[src/rtl/uart_pkg.sv]
// Shared types and helpers for the byte-wide UART transmitter.
// Frame state encoding, data width and clocks-per-bit calculation.
package uart_pkg;

  localparam int DATA_BITS = 8;

  typedef enum logic [2:0] {
    IDLE,
    START,
    DATA,
    PARITY,
    STOP
  } tx_state_t;

  function automatic int calc_cpb(
    input int clk_hz,
    input int baud
  );
    return (clk_hz + baud / 2) / baud;
  endfunction

endpackage

[src/rtl/uart_baud_tick.sv]
// Bit-period timer: pulses tick_out in the last clock of each bit.
// clear_in restarts the period so a new frame starts on a clean phase.
module uart_baud_tick #(
  parameter int CPB = 10
) (
  input  logic clk_in,
  input  logic rst_n_in,
  input  logic clear_in,
  output logic tick_out
);

  localparam int W = $clog2(CPB);
  localparam logic [W-1:0] LAST = W'(CPB - 1);

  logic [W-1:0] cnt_q;
  logic [W-1:0] cnt_d;

  always_comb begin
    tick_out = (cnt_q == LAST);
    cnt_d    = cnt_q + 1'b1;
    if (clear_in || tick_out) begin
      cnt_d = '0;
    end
  end

  always_ff @(posedge clk_in or negedge rst_n_in) begin
    if (!rst_n_in) begin
      cnt_q <= '0;
    end else begin
      cnt_q <= cnt_d;
    end
  end

endmodule

[src/rtl/uart_byte_tx.sv]
// 8N1 UART byte serializer, LSB first, gapless back-to-back frames.
// Define UART_TX_PARITY_EN to insert an even-parity bit after the data.
module uart_byte_tx
  import uart_pkg::*;
#(
  parameter int CLK_FREQ_HZ = 100_000_000,
  parameter int BAUD_RATE   = 3_000_000,
  parameter int STOP_BITS   = 1
) (
  input  logic       clk_in,
  input  logic       rst_n_in,
  input  logic [7:0] byte_in,
  input  logic       valid_in,
  output logic       ready_out,
  output logic       tx_out,
  output logic       busy_out
);

  localparam int CPB = calc_cpb(CLK_FREQ_HZ, BAUD_RATE);
  localparam logic [2:0] LAST_BIT = 3'(DATA_BITS - 1);

  generate
    if (CPB < 2) begin : g_cpb_bad
      $error("uart_byte_tx: CPB must be at least 2");
    end
    if (STOP_BITS != 1 && STOP_BITS != 2) begin : g_stop_bad
      $error("uart_byte_tx: STOP_BITS must be 1 or 2");
    end
  endgenerate

  tx_state_t state_q, state_d;
  logic [DATA_BITS-1:0] shreg_q, shreg_d;
  logic [2:0] bit_idx_q, bit_idx_d;
  logic stop_idx_q, stop_idx_d;
  logic tx_q, tx_d;
`ifdef UART_TX_PARITY_EN
  logic par_q, par_d;
`endif

  logic tick;
  logic xfer;
  logic last_stop;

  uart_baud_tick #(
    .CPB(CPB)
  ) u_tick (
    .clk_in  (clk_in),
    .rst_n_in(rst_n_in),
    .clear_in(xfer),
    .tick_out(tick)
  );

  assign last_stop = (STOP_BITS == 1) || stop_idx_q;
  // Ready also in the final stop cycle so frames run back to back.
  assign ready_out = (state_q == IDLE)
                  || (state_q == STOP && tick && last_stop);
  assign xfer      = valid_in && ready_out;
  assign busy_out  = (state_q != IDLE);
  assign tx_out    = tx_q;

  always_comb begin
    state_d    = state_q;
    shreg_d    = shreg_q;
    bit_idx_d  = bit_idx_q;
    stop_idx_d = stop_idx_q;
`ifdef UART_TX_PARITY_EN
    par_d      = par_q;
`endif
    unique case (state_q)
      IDLE: begin
        if (xfer) begin
          state_d    = START;
          shreg_d    = byte_in;
          bit_idx_d  = '0;
          stop_idx_d = 1'b0;
`ifdef UART_TX_PARITY_EN
          par_d      = ^byte_in;
`endif
        end
      end
      START: begin
        if (tick) begin
          state_d = DATA;
        end
      end
      DATA: begin
        if (tick) begin
          shreg_d = shreg_q >> 1;
          if (bit_idx_q == LAST_BIT) begin
            stop_idx_d = 1'b0;
`ifdef UART_TX_PARITY_EN
            state_d    = PARITY;
`else
            state_d    = STOP;
`endif
          end else begin
            bit_idx_d = bit_idx_q + 1'b1;
          end
        end
      end
`ifdef UART_TX_PARITY_EN
      PARITY: begin
        if (tick) begin
          state_d = STOP;
        end
      end
`endif
      STOP: begin
        if (tick) begin
          if (!last_stop) begin
            stop_idx_d = 1'b1;
          end else if (xfer) begin
            state_d    = START;
            shreg_d    = byte_in;
            bit_idx_d  = '0;
            stop_idx_d = 1'b0;
`ifdef UART_TX_PARITY_EN
            par_d      = ^byte_in;
`endif
          end else begin
            state_d = IDLE;
          end
        end
      end
      default: begin
        state_d = IDLE;
      end
    endcase

    // Line level is registered from the next state to stay glitch-free.
    tx_d = 1'b1;
    unique case (state_d)
      START:   tx_d = 1'b0;
      DATA:    tx_d = shreg_d[0];
`ifdef UART_TX_PARITY_EN
      PARITY:  tx_d = par_d;
`endif
      default: tx_d = 1'b1;
    endcase
  end

  always_ff @(posedge clk_in or negedge rst_n_in) begin
    if (!rst_n_in) begin
      state_q    <= IDLE;
      shreg_q    <= '0;
      bit_idx_q  <= '0;
      stop_idx_q <= 1'b0;
      tx_q       <= 1'b1;
`ifdef UART_TX_PARITY_EN
      par_q      <= 1'b0;
`endif
    end else begin
      state_q    <= state_d;
      shreg_q    <= shreg_d;
      bit_idx_q  <= bit_idx_d;
      stop_idx_q <= stop_idx_d;
      tx_q       <= tx_d;
`ifdef UART_TX_PARITY_EN
      par_q      <= par_d;
`endif
    end
  end

endmodule

[config.mk]
export PLATFORM = sky130hd
export DESIGN_NAME = uart_byte_tx
export DESIGN_NICKNAME = d
export VERILOG_FILES = /design/src/rtl/uart_pkg.sv /design/src/rtl/uart_baud_tick.sv /design/src/rtl/uart_byte_tx.sv
export SDC_FILE = /design/constraint.sdc
export NUM_CORES = 1
export LEC_CHECK = 0
export ABC_AREA = 1
export BUFFER_PORTS_ARGS = -buffer_cell sky130_fd_sc_hd__buf_2
export CORE_MARGIN = 2
export CORE_UTILIZATION = 45
export DETAILED_ROUTE_END_ITERATION = 10
export PLACE_DENSITY_LB_ADDON = 0.25
export RECOVER_POWER = 50
export SYNTH_ARGS = -nofsm -noshare
export SYNTH_HDL_FRONTEND = slang
export SYNTH_SLANG_ARGS = --single-unit
[constraint.sdc]
create_clock -name clk_in -period 1.6 [get_ports clk_in]
set_input_delay 0.24 -clock clk_in [delete_from_list [all_inputs] [get_ports clk_in]]
set_output_delay 0.24 -clock clk_in [all_outputs]
set_load 0.1 [all_outputs]
# Word level (Yosys, flattened, before mapping)
# Index checks and enable logic that the tools add are counted.
# totals
inputBits,11
register_bits,21
word_cells,45
out_inout_bits,3
# op_classes
n_reduce_logical,9
n_eq_ne,10
mux,18
add_sub_neg,2
# op_table
op,count
two-way mux 3 bit,9
two-way mux 8 bit,3
case mux 8 bit (3 select lines),1
case mux 3 bit (4 select lines),1
case mux 3 bit (3 select lines),1
adder 6 x 1 -> 6 bit (second input constant),1
equality test 3 x 1 -> 1 bit (second input constant),2
equality test 3 x 2 -> 1 bit (second input constant),2
equality test 3 bit (second input constant),2
equality test 6 bit (second input constant),1
two-way mux 6 bit,1
inequality test 2 bit (second input constant),3
nonzero test 3 bit,2
AND reduction 4 bit,1
adder 3 x 1 -> 3 bit (second input constant),1
logical NOT 3 bit,1
AND reduction 3 bit,1
logical AND 1 bit,2
logical OR 1 bit,2
case mux 1 bit (2 select lines),1
two-way mux 1 bit,1

# Logic depth before layout (Yosys ltp)
# logic_depth
ltp_word,9
depth_mapped,13
mapped_depth_nobuf,13

# Modules after synthesis
# From an unflattened synthesis, not the netlist that was laid out.
# hier_totals
cells_unflattened,127
hier_area_um2,1131.1
# by_module_without_submodules
mod,cells_each,n_inst,area_per_inst_um2
uart_byte_tx,94,1,815.8
uart_baud_tick,33,1,315.3

# Least setup slack after synthesis
# No wires, ideal clock.
# synth_path
path_type,register to output
startpoint,register u_tick.cnt_q[0]
endpoint,output port ready_out
path_stages_with_launch,8
t_required_ns,1.360
setup_slack_ns,-1.648
n_path_buf,1
t_arrival_ns,3.008
path_cell_list,dfrtp_1 inv_1 ha_1 nand2_1 inv_1 nand3_2 buf_6 o21ai_0
# synth_via
elab_chain_cells,3
# synth_lines
item,line_no,rtl
start: declaration,uart_baud_tick.sv:15,logic [W-1:0] cnt_q;
start signal: assignment,uart_baud_tick.sv:30,cnt_q <= cnt_d;
equality test 6 bit,uart_baud_tick.sv:19,tick_out = (cnt_q == LAST);
logical AND 1 bit,uart_byte_tx.sv:56,|| (state_q == STOP && tick && last_stop);
logical OR 1 bit,uart_byte_tx.sv:56,
end: declaration,uart_byte_tx.sv:14,"output logic ready_out,"
# Every way passes these cells.

# Worst setup path after layout
# Same ends and word-level chain as after synthesis.

==> results.yml <==
power_and_ir_drop:
  ir_drop_mv: 0.4787
  power_density_nw_per_um2: 558.2
  power.static_leakage_nw: 0.7459
placed_design:
  gp_congestion: 0.8688
  portBuffers: 13
  pre_cts_slack_ns: -0.02117
  dp_hpwl_um: 1719
finish:
  final_nets: 193
  syn_to_final_growth_pct: 26.72
  insertedDiodeCount: 0
  utilization_pct: 59.23
  drive_above_1_share_pct: 27.68
die:
  start_util_pct: 46.74
  design.die.area_um2: 2970
  die_w_um: 54.50
  die_h_um: 54.50
  io_pins: 14
  rows: 18
  core_um2: 2455
critical_path:
  cp_max_fo: 2
  critical_path.top_delay_family: "buffers and inverters"
  worst_setup_path_end_kind: "output port"
  cp.arrival_ns: 1.50
  path_buf_inv: 4
  cpPeakStageDelay_ns: 0.39
  start_kind: "register"
  reg2reg_slack_ns: -0.05
  slowest_stage: "dfrtp_1"
  worstSetupPathType: "register to output port"
  cp.required_ns: 1.36
  cp_cell_sequence: "inv_1 > ha_1 > nand2_1 > inv_1 > nand3_2 > buf_6 > o21ai_4 > buf_12"
  cp_common_cell: "inv_1"
grt:
  grt_first_pass_wirelength_um: 3870
  grt_max_degree: 22
  grt_pass1_vias: 936
  grt-ovfl-total: 0
  antenna_found_initial: 0
  grt_usage_pct: 18.19
timing:
  hold_violations: 0
  fin_setup_tns_ns: -0.5474
  rsz0062_at_grt: "true"
  max_freq_mhz: 574.7
  relSlewSlack_pct: 64.44
  report.final.slew_viol_count: 0
  worstMarginPinSlew_ns: 0.5333
  fin_crit_ns: 1.740
  setup_slack_ns: -0.1401
  setup_viol_count_final: 17
  fin_skew_ns: 0.01139
  fin_crit_sh_pct: 108.8
drt:
  firstDrtPassIters: 4
  vias_per_cell: 4.773
  route.detailed.drc: 0
  wl_per_cell_um: 11.81
  wirelength_um: 2445
  ant_nets: 0
  vias: 988
  drtIter0Drc: 12
yosys:
  postSynthCellCount: 150
  yosysSeqAreaShare_pct: 45.91
  syn_area_um2: 1147
  syn-num-nets: 165
  synth_cell_types: 22
  yosysWarningCount: 0
  synth.avg_cell_area_um2: 7.649
  ys_ff_latch: 21
clocking:
  cts_tree: "built"
  cts_sinks: 21
  cts_buffers: 3
  cts_buffer_depth: 2
  cts.reportedPaths.clkPinSlew_ns: 0.12
  clockRootBuffer: "clkbuf_4"
  htree_levels: 1
  clk_latency_ns: 0.30
outcome:
  failed_checks: "setup timing"
  status: "finished with violations"
min_path:
  hp-class: "input pin to register"
job:
  drv_cap: 0
## cells in the mapped netlist
master | count | area, um^2
nor2_1 | 21 | 78.83
buf_6 | 1 | 11.26
nor3b_2 | 2 | 25.02
or2_1 | 1 | 6.260
ha_1 | 4 | 50.05
o21ai_0 | 3 | 15.01
nor2_2 | 2 | 12.51
inv_2 | 2 | 7.510
nand3_2 | 3 | 30.03
buf_4 | 1 | 7.510
dfstp_2 | 1 | 26.28
nand3_1 | 7 | 35.03
nand2_1 | 42 | 157.7
nand4_1 | 2 | 12.51
and3_1 | 1 | 6.260
xor2_1 | 2 | 17.52
nor3_1 | 1 | 5.000
inv_1 | 27 | 101.4
dfrtp_1 | 20 | 500.5
a21oi_2 | 1 | 8.760
o21ai_1 | 4 | 20.02
nand2_2 | 2 | 12.51
## cell families after synthesis
kind of cell	count (synthesis)	synth area share, %
AOI/OAI and AO/OA	8	3.817
buffers and inverters	31	11.12
xor gates and xnor gates	2	1.527
and+or+nand+nor	84	33.26
DFF	21	45.91
adders and majority gates	4	4.362
## sequential cells by signal, summed over array words and instances (netlist names)
name and flops:
state_q 3, u_tick.cnt_q 6, tx_out 1, shreg_q 8, bit_idx_q 3
## final cells by class
class,instances,area (um^2)
fillers,216,1001
clock buffers,4,26.28
repair buffers,25,192.7
inverters,29,108.9
well taps,30,37.54
flip-flops and latches,21,526.8
multi-input cells,98,561.8
## worst paths after layout
kind | startpoint | end | cells after the start
worst max register to register | u_tick.cnt_q[0] | shreg_q[4] | 14
worst min register to register | bit_idx_q[0] | bit_idx_q[0] | 1
max in group asynchronous | rst_n_in | tx_out | 2
min in group asynchronous | rst_n_in | state_q[0] | 2
worst max-delay path | u_tick.cnt_q[0] | ready_out | 8
worst min-delay path | byte_in[1] | shreg_q[1] | 5
## through the flow
step	area [um^2]	power, mW	cells	hold slack, ns
5_1_grt	1454	0.8422	207	0.2581
3_3_place_gp	1290	0.5670	195	0.2183
4_1_cts	1395	0.8227	204	0.2372
6_report	1454	0.8116	207	0.2470
2_1_floorplan	1161	0.5442	150	-0.05559
3_5_place_dp	1290	0.5676	195	0.2279
## power breakdown
part	leakage [nW]	internal (mW)	switching, mW	total, mW
sequential	0.223	0.531	0	0.531
clock	0.0150	0.0969	0.156	0.253
combinational	0.508	0.0114	0.0169	0.0283
total	0.746	0.639	0.173	0.812
## per-layer routing
layer / share of wire, % / GRT usage, % / up-vias
met5: 0 / 0 / -
met4: 2.0 / 8.750 / 0
met3: 2.2 / 2.459 / 6
met2: 48 / 30.52 / 15
met1: 48 / 22.93 / 461
li1: - / - / 506
## worst min-delay path: stages
cell and delay (ns):
buf_2 0.08, inv_1 0.03, nor2_1 0.09, nor2_1 0.05
inv_1 0.04
## what timing repair did
item | 4_1_cts | 5_1_grt
resized for setup | 9 | 7
cloned | 0 | 1
endpoints found under the setup margin | 7 | 21
pin swaps | 2 | 2
hold endpoints to repair | 20 | 0
setup buffers | 4 | 2
hold buffers | 1 | 0
## layout by cell type (no fill, tap or decap), drive strengths merged, types with 4 or more instances in the layout
cell     n
ha       4
dfrtp   20
buf     23
o21ai    7
nand2   44
inv     29
clkbuf   5
nand3   10
nor2    23
No activity file was read; power rests on OpenSTA's default activity.
